**src/rtl/lives_manager_if.sv**
```systemverilog
// rtl/lives_manager_if.sv - game-control / life-status bundle for lives_manager
//
// Purpose: groups the game-control pulses and the registered life status
// into one bundle. The master (game logic) drives the pulses; the slave
// (lives_manager) returns the status.
// Signals:
//   start      : one-cycle request to begin or restart a game
//   hit        : one-cycle pulse, player ship struck
//   frame_tick : one-cycle pulse per video frame
//   award_life : one-cycle bonus-life pulse (only when EXTRA_LIFE_EN is defined)
//   lives      : current life count
//   game_over  : high while the game is over
//   invuln     : high while post-hit invulnerability is active
//   life_lost  : one-cycle pulse per accepted hit
// Macro: EXTRA_LIFE_EN adds award_life.

interface lives_manager_if;
    logic       start;
    logic       hit;
    logic       frame_tick;
`ifdef EXTRA_LIFE_EN
    logic       award_life;
`endif
    logic [2:0] lives;
    logic       game_over;
    logic       invuln;
    logic       life_lost;

`ifdef EXTRA_LIFE_EN
    modport master (output start, hit, frame_tick, award_life,
                    input  lives, game_over, invuln, life_lost);
    modport slave  (input  start, hit, frame_tick, award_life,
                    output lives, game_over, invuln, life_lost);
`else
    modport master (output start, hit, frame_tick,
                    input  lives, game_over, invuln, life_lost);
    modport slave  (input  start, hit, frame_tick,
                    output lives, game_over, invuln, life_lost);
`endif
endinterface

```
**src/rtl/lives_manager.sv**
```systemverilog
// rtl/lives_manager.sv - player life counter with post-hit invulnerability window
//
// Purpose: tracks the player's remaining lives through the game states
// READY, PLAY, INVULN and OVER. A hit in PLAY costs one life and opens an
// invulnerability window lasting INVULN_FRAMES frame_tick pulses; losing
// the last life ends the game until start is pulsed again.
// Ports:
//   clk   : system clock, rising edge
//   reset : synchronous, active-high
//   bus   : lives_manager_if.slave (start, hit, frame_tick, [award_life] in;
//           lives, game_over, invuln, life_lost out, all registered)
// Parameters: INIT_LIVES (1..7), INVULN_FRAMES (1..255)
// Macro: EXTRA_LIFE_EN enables award_life (saturating +1 in PLAY/INVULN).

module lives_manager #(
    parameter int INIT_LIVES    = 3,
    parameter int INVULN_FRAMES = 60
) (
    input  logic            clk,
    input  logic            reset,
    lives_manager_if.slave  bus
);

    typedef enum logic [1:0] {
        READY  = 2'd0,
        PLAY   = 2'd1,
        INVULN = 2'd2,
        OVER   = 2'd3
    } state_t;

    localparam logic [2:0] LIVES_INIT = 3'(INIT_LIVES);
    localparam logic [2:0] LIVES_MAX  = 3'd7;
    localparam logic [7:0] CNT_INIT   = 8'(INVULN_FRAMES);

    state_t     state_q, state_d;
    logic [2:0] lives_q, lives_d;
    logic [7:0] cnt_q, cnt_d;
    logic       game_over_q, game_over_d;
    logic       invuln_q, invuln_d;
    logic       life_lost_q, life_lost_d;
    logic       award;

`ifdef EXTRA_LIFE_EN
    assign award = bus.award_life;
`else
    assign award = 1'b0;
`endif

    always_ff @(posedge clk) begin
        if (reset) begin
            state_q     <= READY;
            lives_q     <= LIVES_INIT;
            cnt_q       <= 8'd0;
            game_over_q <= 1'b0;
            invuln_q    <= 1'b0;
            life_lost_q <= 1'b0;
        end else begin
            state_q     <= state_d;
            lives_q     <= lives_d;
            cnt_q       <= cnt_d;
            game_over_q <= game_over_d;
            invuln_q    <= invuln_d;
            life_lost_q <= life_lost_d;
        end
    end

    always_comb begin
        state_d     = state_q;
        lives_d     = lives_q;
        cnt_d       = cnt_q;
        life_lost_d = 1'b0;

        unique case (state_q)
            READY: begin
                if (bus.start) begin
                    state_d = PLAY;
                    lives_d = LIVES_INIT;
                end
            end

            PLAY: begin
                // A frame_tick coinciding with the hit is not counted: the
                // counter is simply loaded with the full window.
                if (bus.hit) begin
                    life_lost_d = 1'b1;
                    if (award) begin
                        // Bonus cancels the loss, so the game can never end here.
                        state_d = INVULN;
                        cnt_d   = CNT_INIT;
                    end else if (lives_q <= 3'd1) begin
                        state_d = OVER;
                        lives_d = 3'd0;
                        cnt_d   = 8'd0;
                    end else begin
                        state_d = INVULN;
                        lives_d = lives_q - 3'd1;
                        cnt_d   = CNT_INIT;
                    end
                end else if (award && lives_q != LIVES_MAX) begin
                    lives_d = lives_q + 3'd1;
                end
            end

            INVULN: begin
                if (award && lives_q != LIVES_MAX) begin
                    lives_d = lives_q + 3'd1;
                end
                if (bus.frame_tick) begin
                    if (cnt_q <= 8'd1) begin
                        state_d = PLAY;
                        cnt_d   = 8'd0;
                    end else begin
                        cnt_d = cnt_q - 8'd1;
                    end
                end
            end

            OVER: begin
                lives_d = 3'd0;
                if (bus.start) begin
                    state_d = PLAY;
                    lives_d = LIVES_INIT;
                end
            end

            default: begin
                state_d = READY;
                lives_d = LIVES_INIT;
                cnt_d   = 8'd0;
            end
        endcase

        // Flags follow the next state so they are registered alongside it.
        game_over_d = (state_d == OVER);
        invuln_d    = (state_d == INVULN);
    end

    assign bus.lives     = lives_q;
    assign bus.game_over = game_over_q;
    assign bus.invuln    = invuln_q;
    assign bus.life_lost = life_lost_q;

endmodule

```
**src/flat_wrapper.sv**
```systemverilog
// flat-port wrapper written by rule: the top's interface ports become plain ports
module lives_manager_flat 
#(
    parameter int INIT_LIVES    = 3,
    parameter int INVULN_FRAMES = 60
)
  (clk, reset, bus_start, bus_hit, bus_frame_tick, bus_lives, bus_game_over, bus_invuln, bus_life_lost);
  lives_manager_if bus_i ();
  input  logic clk;
  input  logic reset;
  input wire logic [$bits(bus_i.start)-1:0] bus_start;
  input wire logic [$bits(bus_i.hit)-1:0] bus_hit;
  input wire logic [$bits(bus_i.frame_tick)-1:0] bus_frame_tick;
  output wire logic [$bits(bus_i.lives)-1:0] bus_lives;
  output wire logic [$bits(bus_i.game_over)-1:0] bus_game_over;
  output wire logic [$bits(bus_i.invuln)-1:0] bus_invuln;
  output wire logic [$bits(bus_i.life_lost)-1:0] bus_life_lost;
  assign bus_i.start = bus_start;
  assign bus_i.hit = bus_hit;
  assign bus_i.frame_tick = bus_frame_tick;
  assign bus_lives = bus_i.lives;
  assign bus_game_over = bus_i.game_over;
  assign bus_invuln = bus_i.invuln;
  assign bus_life_lost = bus_i.life_lost;
  lives_manager #(.INIT_LIVES(INIT_LIVES), .INVULN_FRAMES(INVULN_FRAMES)) u_core (.clk(clk), .reset(reset), .bus(bus_i));
endmodule
```
**config.mk**
```make
export PLATFORM = sky130hd
export DESIGN_NAME = lives_manager_flat
export DESIGN_NICKNAME = d
export VERILOG_FILES = /design/src/rtl/lives_manager_if.sv /design/src/rtl/lives_manager.sv /design/src/flat_wrapper.sv
export SDC_FILE = /design/constraint.sdc
export NUM_CORES = 1
export LEC_CHECK = 0
export CORE_MARGIN = 4
export CORE_UTILIZATION = 57
export CTS_BUF_LIST = sky130_fd_sc_hd__clkbuf_4 sky130_fd_sc_hd__clkbuf_8
export CTS_CLUSTER_SIZE = 12
export DETAILED_ROUTE_END_ITERATION = 16
export PLACE_DENSITY = 0.8
export RECOVER_POWER = 50
export SYNTH_ARGS = -nofsm -noshare
export SYNTH_HDL_FRONTEND = slang
export SYNTH_SLANG_ARGS = --single-unit
```
**constraint.sdc**
```tcl
create_clock -name clk -period 2.3 [get_ports clk]
set_clock_uncertainty 0.05 [all_clocks]
set_input_delay 0.46 -clock clk [delete_from_list [all_inputs] [get_ports clk]]
set_output_delay 0.46 -clock clk [all_outputs]
set_load 0.1 [all_outputs]
```
==> run_results.csv, run 1 <==
group,metric,value,unit
outcome,outcome,"completed",
worst_setup_path,crit_required,2470,ps
cts,ctsHoldBuffers,0,
yosys,syn_area,1010,sq um
cts,cts_num_sinks,16,
sta,final-max-slew-violation-count,0,
sta,rsz0062_at_grt,"no",
route,wl_per_cell,12.8,microns
cts,tritoncts,"done",
global_route,antenna_found_initial,0,
cts,cts_buffers,3,
sta,fin_crit_sh,89.2,%
worst_setup_path,slowest_stage,"or4_1",
route,wl,2.03,mm
yosys,ys_seq_area_share,31.8,%
cts,clk_pin_slew_worst_paths,90,ps
global_route,grt_use_met3,3.61,%
layout,final_core_util,70.7,%
worst_setup_path,worstPathCellList,"inv_1 > ha_1 > mux2i_1 > or2_1 > or4_1 > a31oi_1",
route,drt_iter0_markers,36,
yosys,synth-edff-count,0,
job,maxCapViolations,0,
global_route,grt_pass1_wl,3.33,mm
placed_design,gp_congestion,0.870,
cts,clock_latency,280,ps
worst_hold_path,hp-class,"flop to flop",
pwr,power_density,1150,nW/um^2
global_route,gr-total-overflow,0,
worst_setup_path,startpoint_type,"flop",
layout,drive_above_1_share,11.2,%
layout,seq_area,320,sq um
die,pin_count,11,
yosys,yosys_most_used_dff,"dfxtp_1",
worst_setup_path,cpPeakStageDelay,510,ps
yosys,syn_avg_cell_area,8.38,sq um
yosys,syn_nets,133,
sta,worst_slew_pin_slew,1160,ps
layout,area_delta_synth_final,12.1,%
yosys,synth_area_leaders,"dfxtp_1, ha_1, inv_1",
layout,final_common_cell,"dfxtp_1",
global_route,grt_busiest_layer,"met2",
cts,cts_resized,0,
die,start_util,63.1,%
worst_setup_path,crit_family,"simple AND/OR/NAND/NOR gates",
cts,cts_root_buf,"clkbuf_4",
sta,setup_violations,0,
worst_setup_path,crit_path_end_kind,"flop",
global_route,grt_pass1_vias,761,
yosys,yosys_warnings,0,
die,core-area,1590,sq um
yosys,synth.largest_area_cell,"dfxtp_1",
worst_setup_path,path_buf_inv,1,
die,rows,14,
route,num_vias,946,
global_route,grt_usage,16.8,%
layout,final_cell_mix,"dfxtp_1, inv_1, a21oi_1",
sta,fmax,487,MHz
sta,fin_setup_tns,0,ps
cts,cts.path.max_buffers,2,
placed_design,port_buffers,10,
worst_setup_path,arrival,2220,ps
cts,cts-htree-levels,1,
route,drt-vias-per-instance,5.99,
yosys,synth-seq-cells,16,
route,drc,0,
yosys,async_flop_share,0,%
die,die_w,50.0,microns
placed_design,place_hpwl,1.58,mm
yosys,synth_top_area_share,31.8,%
route,ant_nets,0,
sta,fin_crit,2050,ps
sta,hold_viol_final,0,
worst_setup_path,crit_fanout,7,
layout,fillers,135,
worst_setup_path,worstSetupPathType,"flop to flop",
global_route,use_met1,21.7,%
layout,multiInputGateArea,602,sq um
global_route,grt_max_degree,12,
pwr,leakage,0.472,nW
cts,cts_setup_buffers,0,
die,die-area,2500,sq um
pwr,max-vdd-ir-drop,0.714,mV
layout,final_nets,149,
global_route,met2_usage,28.5,%
sta,slew_headroom,22.7,%
yosys,ys_types,39,
yosys,synthCells,120,
route,first_pass_iters,4,
die,die_h,50.0,microns
layout,antenna_cells,0,
report_power, final:
part | total [mW] | internal [mW] | switching (mW)
clock | 0.148 | 0.0608 | 0.0867
combinational | 0.740 | 0.276 | 0.464
sequential | 0.406 | 0.340 | 0.0665
path summary, 6_finish.rpt:
| check | start | to | slack (ps) | depth (start not counted) |
|---|---|---|---|---|
| max reg2reg | u_core.state_q[0] | u_core.cnt_q[7] | 250 | 6 |
| min | u_core.cnt_q[5] | u_core.cnt_q[5] | 440 | 2 |
| max | u_core.state_q[0] | u_core.cnt_q[7] | 250 | 6 |
| min reg2reg | u_core.cnt_q[5] | u_core.cnt_q[5] | 440 | 2 |
logic make-up after synthesis:
kind of cell,after synthesis,synth area share [%]
and+or+nand+nor,42,24.9
adders and majority gates,8,9.95
AOI/OAI and AO/OA,34,23.0
DFF,16,31.8
buffers and inverters,18,8.33
muxes,2,1.99
Yosys cell counts (all sizes together) (3+ instances only):
cell type / n
nand2b: 3
or4: 3
buf: 3
a31oi: 7
a21oi: 10
nand2: 7
or2: 4
o32ai: 3
ha: 8
or3: 4
nor2: 5
dfxtp: 16
inv: 14
nand3: 7
a21o: 3
worst register-to-register path, delay by kind of cell, from the launching register on:
kind            cells  cell delay, ps
fa+ha+maj           1             310
mux                 1             170
compound gates      1             160
simple gates        2             800
flops               1             400
buf+inv             1             100
metrics by stage:
stage / total power [mW] / cell area [sq um] / setup slack, ps / hold slack, ps / std cells
2_1_floorplan: 0.994 / 1010 / 146 / 394 / 120
3_3_place_gp: 1.14 / 1130 / 72.0 / 410 / 155
3_5_place_dp: 1.15 / 1130 / 56.1 / 423 / 155
4_1_cts: 1.30 / 1150 / 264 / 437 / 158
5_1_grt: 1.39 / 1130 / 127 / 450 / 158
6_report: 1.29 / 1130 / 247 / 438 / 158
sequential cells by signal, indices dropped and copies added (netlist names):
signal	flops
u_core.bus.invuln	1
u_core.bus.lives	3
u_core.cnt_q	8
u_core.bus.life_lost	1
u_core.bus.game_over	1
u_core.state_q	2
cell type report:
| class | instances | share of cell area [%] |
|---|---|---|
| clock buffers | 3 | 2.00 |
| inverters | 14 | 4.66 |
| multi-input cells | 86 | 53.4 |
| flip-flops and latches | 16 | 28.4 |
| well taps | 24 | 2.66 |
| repair buffers | 15 | 8.88 |
metal layers:
metal	part of all wire, %	up-vias	routed length [microns]
met3	5.2	3	106
met2	50	34	1010
met5	0	-	0
met4	0.49	0	10
li1	-	465	-
met1	45	444	907
Note: power is estimated with default switching activity, not from simulation.
==> run 2: changes to the inputs <==
--- a/config.mk
+++ b/config.mk
@@ -7,7 +7,7 @@
 export LEC_CHECK = 0
 export CORE_MARGIN = 4
 export CORE_UTILIZATION = 57
-export CTS_BUF_LIST = sky130_fd_sc_hd__clkbuf_4 sky130_fd_sc_hd__clkbuf_8
+export CTS_BUF_LIST = sky130_fd_sc_hd__clkbuf_8
 export CTS_CLUSTER_SIZE = 12
 export DETAILED_ROUTE_END_ITERATION = 16
 export PLACE_DENSITY = 0.8
==> run 2 against run 1 <==
Clock power is 43% higher. Flip-flop and latch count stayed put. Sequential power hardly changed. Final cell count stayed put. Design area is 1.7% higher. Total power is 5.2% higher. Sequential share of layout area is 0.47 points lower.
==> run_results.csv, run 2 (synthesized netlist as in run 1, its figures left out) <==
group,metric,value,unit
outcome,outcome,"completed",
cts,cts-htree-levels,1,
global_route,grt_pass1_wl,3.36,mm
cts,ctsHoldBuffers,0,
global_route,antenna_found_initial,0,
cts,clock_latency,250,ps
cts,clk_pin_slew_worst_paths,60,ps
pwr,clkPwrFrac,15.5,%
layout,final_common_cell,"dfxtp_1",
sta,hold_viol_final,0,
placed_design,post_dp_cell_area,1130,sq um
cts,cts_resized,0,
cts,cts_num_sinks,16,
worst_setup_path,crit_required,2430,ps
job,maxCapViolations,0,
pwr,max-vdd-ir-drop,0.722,mV
placed_design,gp_congestion,0.870,
worst_hold_path,hp-class,"flop to flop",
worst_setup_path,crit_fanout,7,
die,pin_count,11,
worst_setup_path,worstSetupPathType,"flop to flop",
global_route,grt_pass1_vias,769,
pwr,seqPwrFrac,29.9,%
sta,fin_crit_sh,89.0,%
worst_setup_path,crit_path_end_kind,"flop",
layout,drive_above_1_share,11.2,%
layout,fillers,130,
layout,postLayoutCellArea,1150,sq um
route,wl,2.06,mm
layout,largest_reg_flops,8,
cts,cts.path.max_buffers,2,
cts,cts_setup_buffers,0,
route,drc,0,
layout,seq_area,320,sq um
global_route,gr-total-overflow,0,
route,drt-vias-per-instance,5.96,
cts,cts_buffers,3,
pwr,power.share.switching,46.2,%
worst_setup_path,slowest_stage,"or4_1",
route,wl_per_cell,13.1,microns
pwr,combPwrFrac,54.6,%
die,die_h,50.0,microns
worst_setup_path,startpoint_type,"flop",
route,drt_iter0_markers,23,
route,ant_nets,0,
sta,worst_slew_pin_slew,1160,ps
worst_setup_path,worstPathCellList,"inv_1 > ha_1 > mux2i_1 > or2_1 > or4_1 > a31oi_1",
global_route,grt_usage,17.2,%
pwr,intPower,732,uW
pwr,power_density,1190,nW/um^2
sta,final-max-slew-violation-count,0,
pwr,leakage,0.480,nW
worst_setup_path,crit_family,"simple AND/OR/NAND/NOR gates",
sta,fin_setup_tns,0,ps
worst_setup_path,arrival,2180,ps
layout,final_cell_mix,"dfxtp_1, inv_1, a21oi_1",
pwr,power.total,1.36,mW
placed_design,place_hpwl,1.58,mm
worst_setup_path,cpPeakStageDelay,510,ps
cts,tritoncts,"done",
cts,cts_root_buf,"clkbuf_8",
global_route,grt_max_degree,12,
sta,rsz0062_at_grt,"no",
sta,fmax,488,MHz
die,core-area,1590,sq um
die,rows,14,
layout,multiInputGateArea,602,sq um
route,first_pass_iters,4,
die,start_util,63.1,%
worst_setup_path,path_buf_inv,1,
layout,area_delta_synth_final,13.9,%
sta,setup_violations,0,
layout,final_nets,149,
pwr,power.switching,628,uW
die,die-area,2500,sq um
sta,fin_crit,2050,ps
route,num_vias,941,
sta,slew_headroom,22.7,%
layout,antenna_cells,0,
die,die_w,50.0,microns
placed_design,port_buffers,10,
layout,regMostFlops,"u_core.cnt_q",
## run 2: changes by cell type in the layout (fill, tap and decap cells not counted)
cell / change
clkbuf_4: -3
clkbuf_8: +3
## run 2: final timing paths
check / startpoint / to / slack, ps / cells past startpoint
min reg2reg: u_core.cnt_q[5] / u_core.cnt_q[5] / 430 / 2
max: u_core.state_q[0] / u_core.cnt_q[7] / 250 / 6
min: u_core.cnt_q[5] / u_core.cnt_q[5] / 430 / 2
max reg2reg: u_core.state_q[0] / u_core.cnt_q[7] / 250 / 6
## run 2: per-stage QoR
stage	setup slack [ps]	utilization (%)	cells	hold slack, ps
final	252	71.9	158	432
after global routing	135	71.9	158	444
after CTS	271	73.3	158	433
after detailed placement	56.1	70.7	155	423
after global placement	72.0	70.7	155	410
after floorplan	146	-	120	394
## run 2: worst register-to-register path: cells and delay by family (launching register included)
| kind | cells | cell delay (ps) |
|---|---|---|
| multiplexers | 1 | 170 |
| buffers and inverters | 1 | 100 |
| flip-flops | 1 | 400 |
| AO/OA/AOI/OAI | 1 | 160 |
| adder cells (fa/ha/maj) | 1 | 310 |
| AND/OR/NAND/NOR | 2 | 800 |
## run 2: layer usage
layer  GRT usage, %  up-vias  part of all wire, %
li1               -      466                    -
met1           21.7      438                   43
met2           28.7       33                   50
met3           3.61        4                  5.6
met4           5.53        0                  1.3
met5              0        -                    0
## run 2: power by group through the flow
stage,sequential [mW],combinational (mW),clock (mW)
floorplan,0.509,0.485,0
global placement,0.409,0.734,0
detailed placement,0.412,0.743,0
CTS,0.408,0.750,0.214
global route,0.416,0.815,0.228
finish,0.406,0.743,0.211
## run 2: area by class of cell
class / count / area share [%]
inverters: 14 / 4.59
well taps: 24 / 2.62
repair buffers: 15 / 8.73
clock buffers: 3 / 3.60
flip-flops and latches: 16 / 27.9
multi-input cells: 86 / 52.5
==> run 3: changes to the inputs <==
--- a/config.mk
+++ b/config.mk
@@ -8,7 +8,6 @@
 export CORE_MARGIN = 4
 export CORE_UTILIZATION = 57
 export CTS_BUF_LIST = sky130_fd_sc_hd__clkbuf_8
-export CTS_CLUSTER_SIZE = 12
 export DETAILED_ROUTE_END_ITERATION = 16
 export PLACE_DENSITY = 0.8
 export RECOVER_POWER = 50
==> results of run 3 <==
Same layout as run 2: the final DEF is identical, and so are final timing and power.
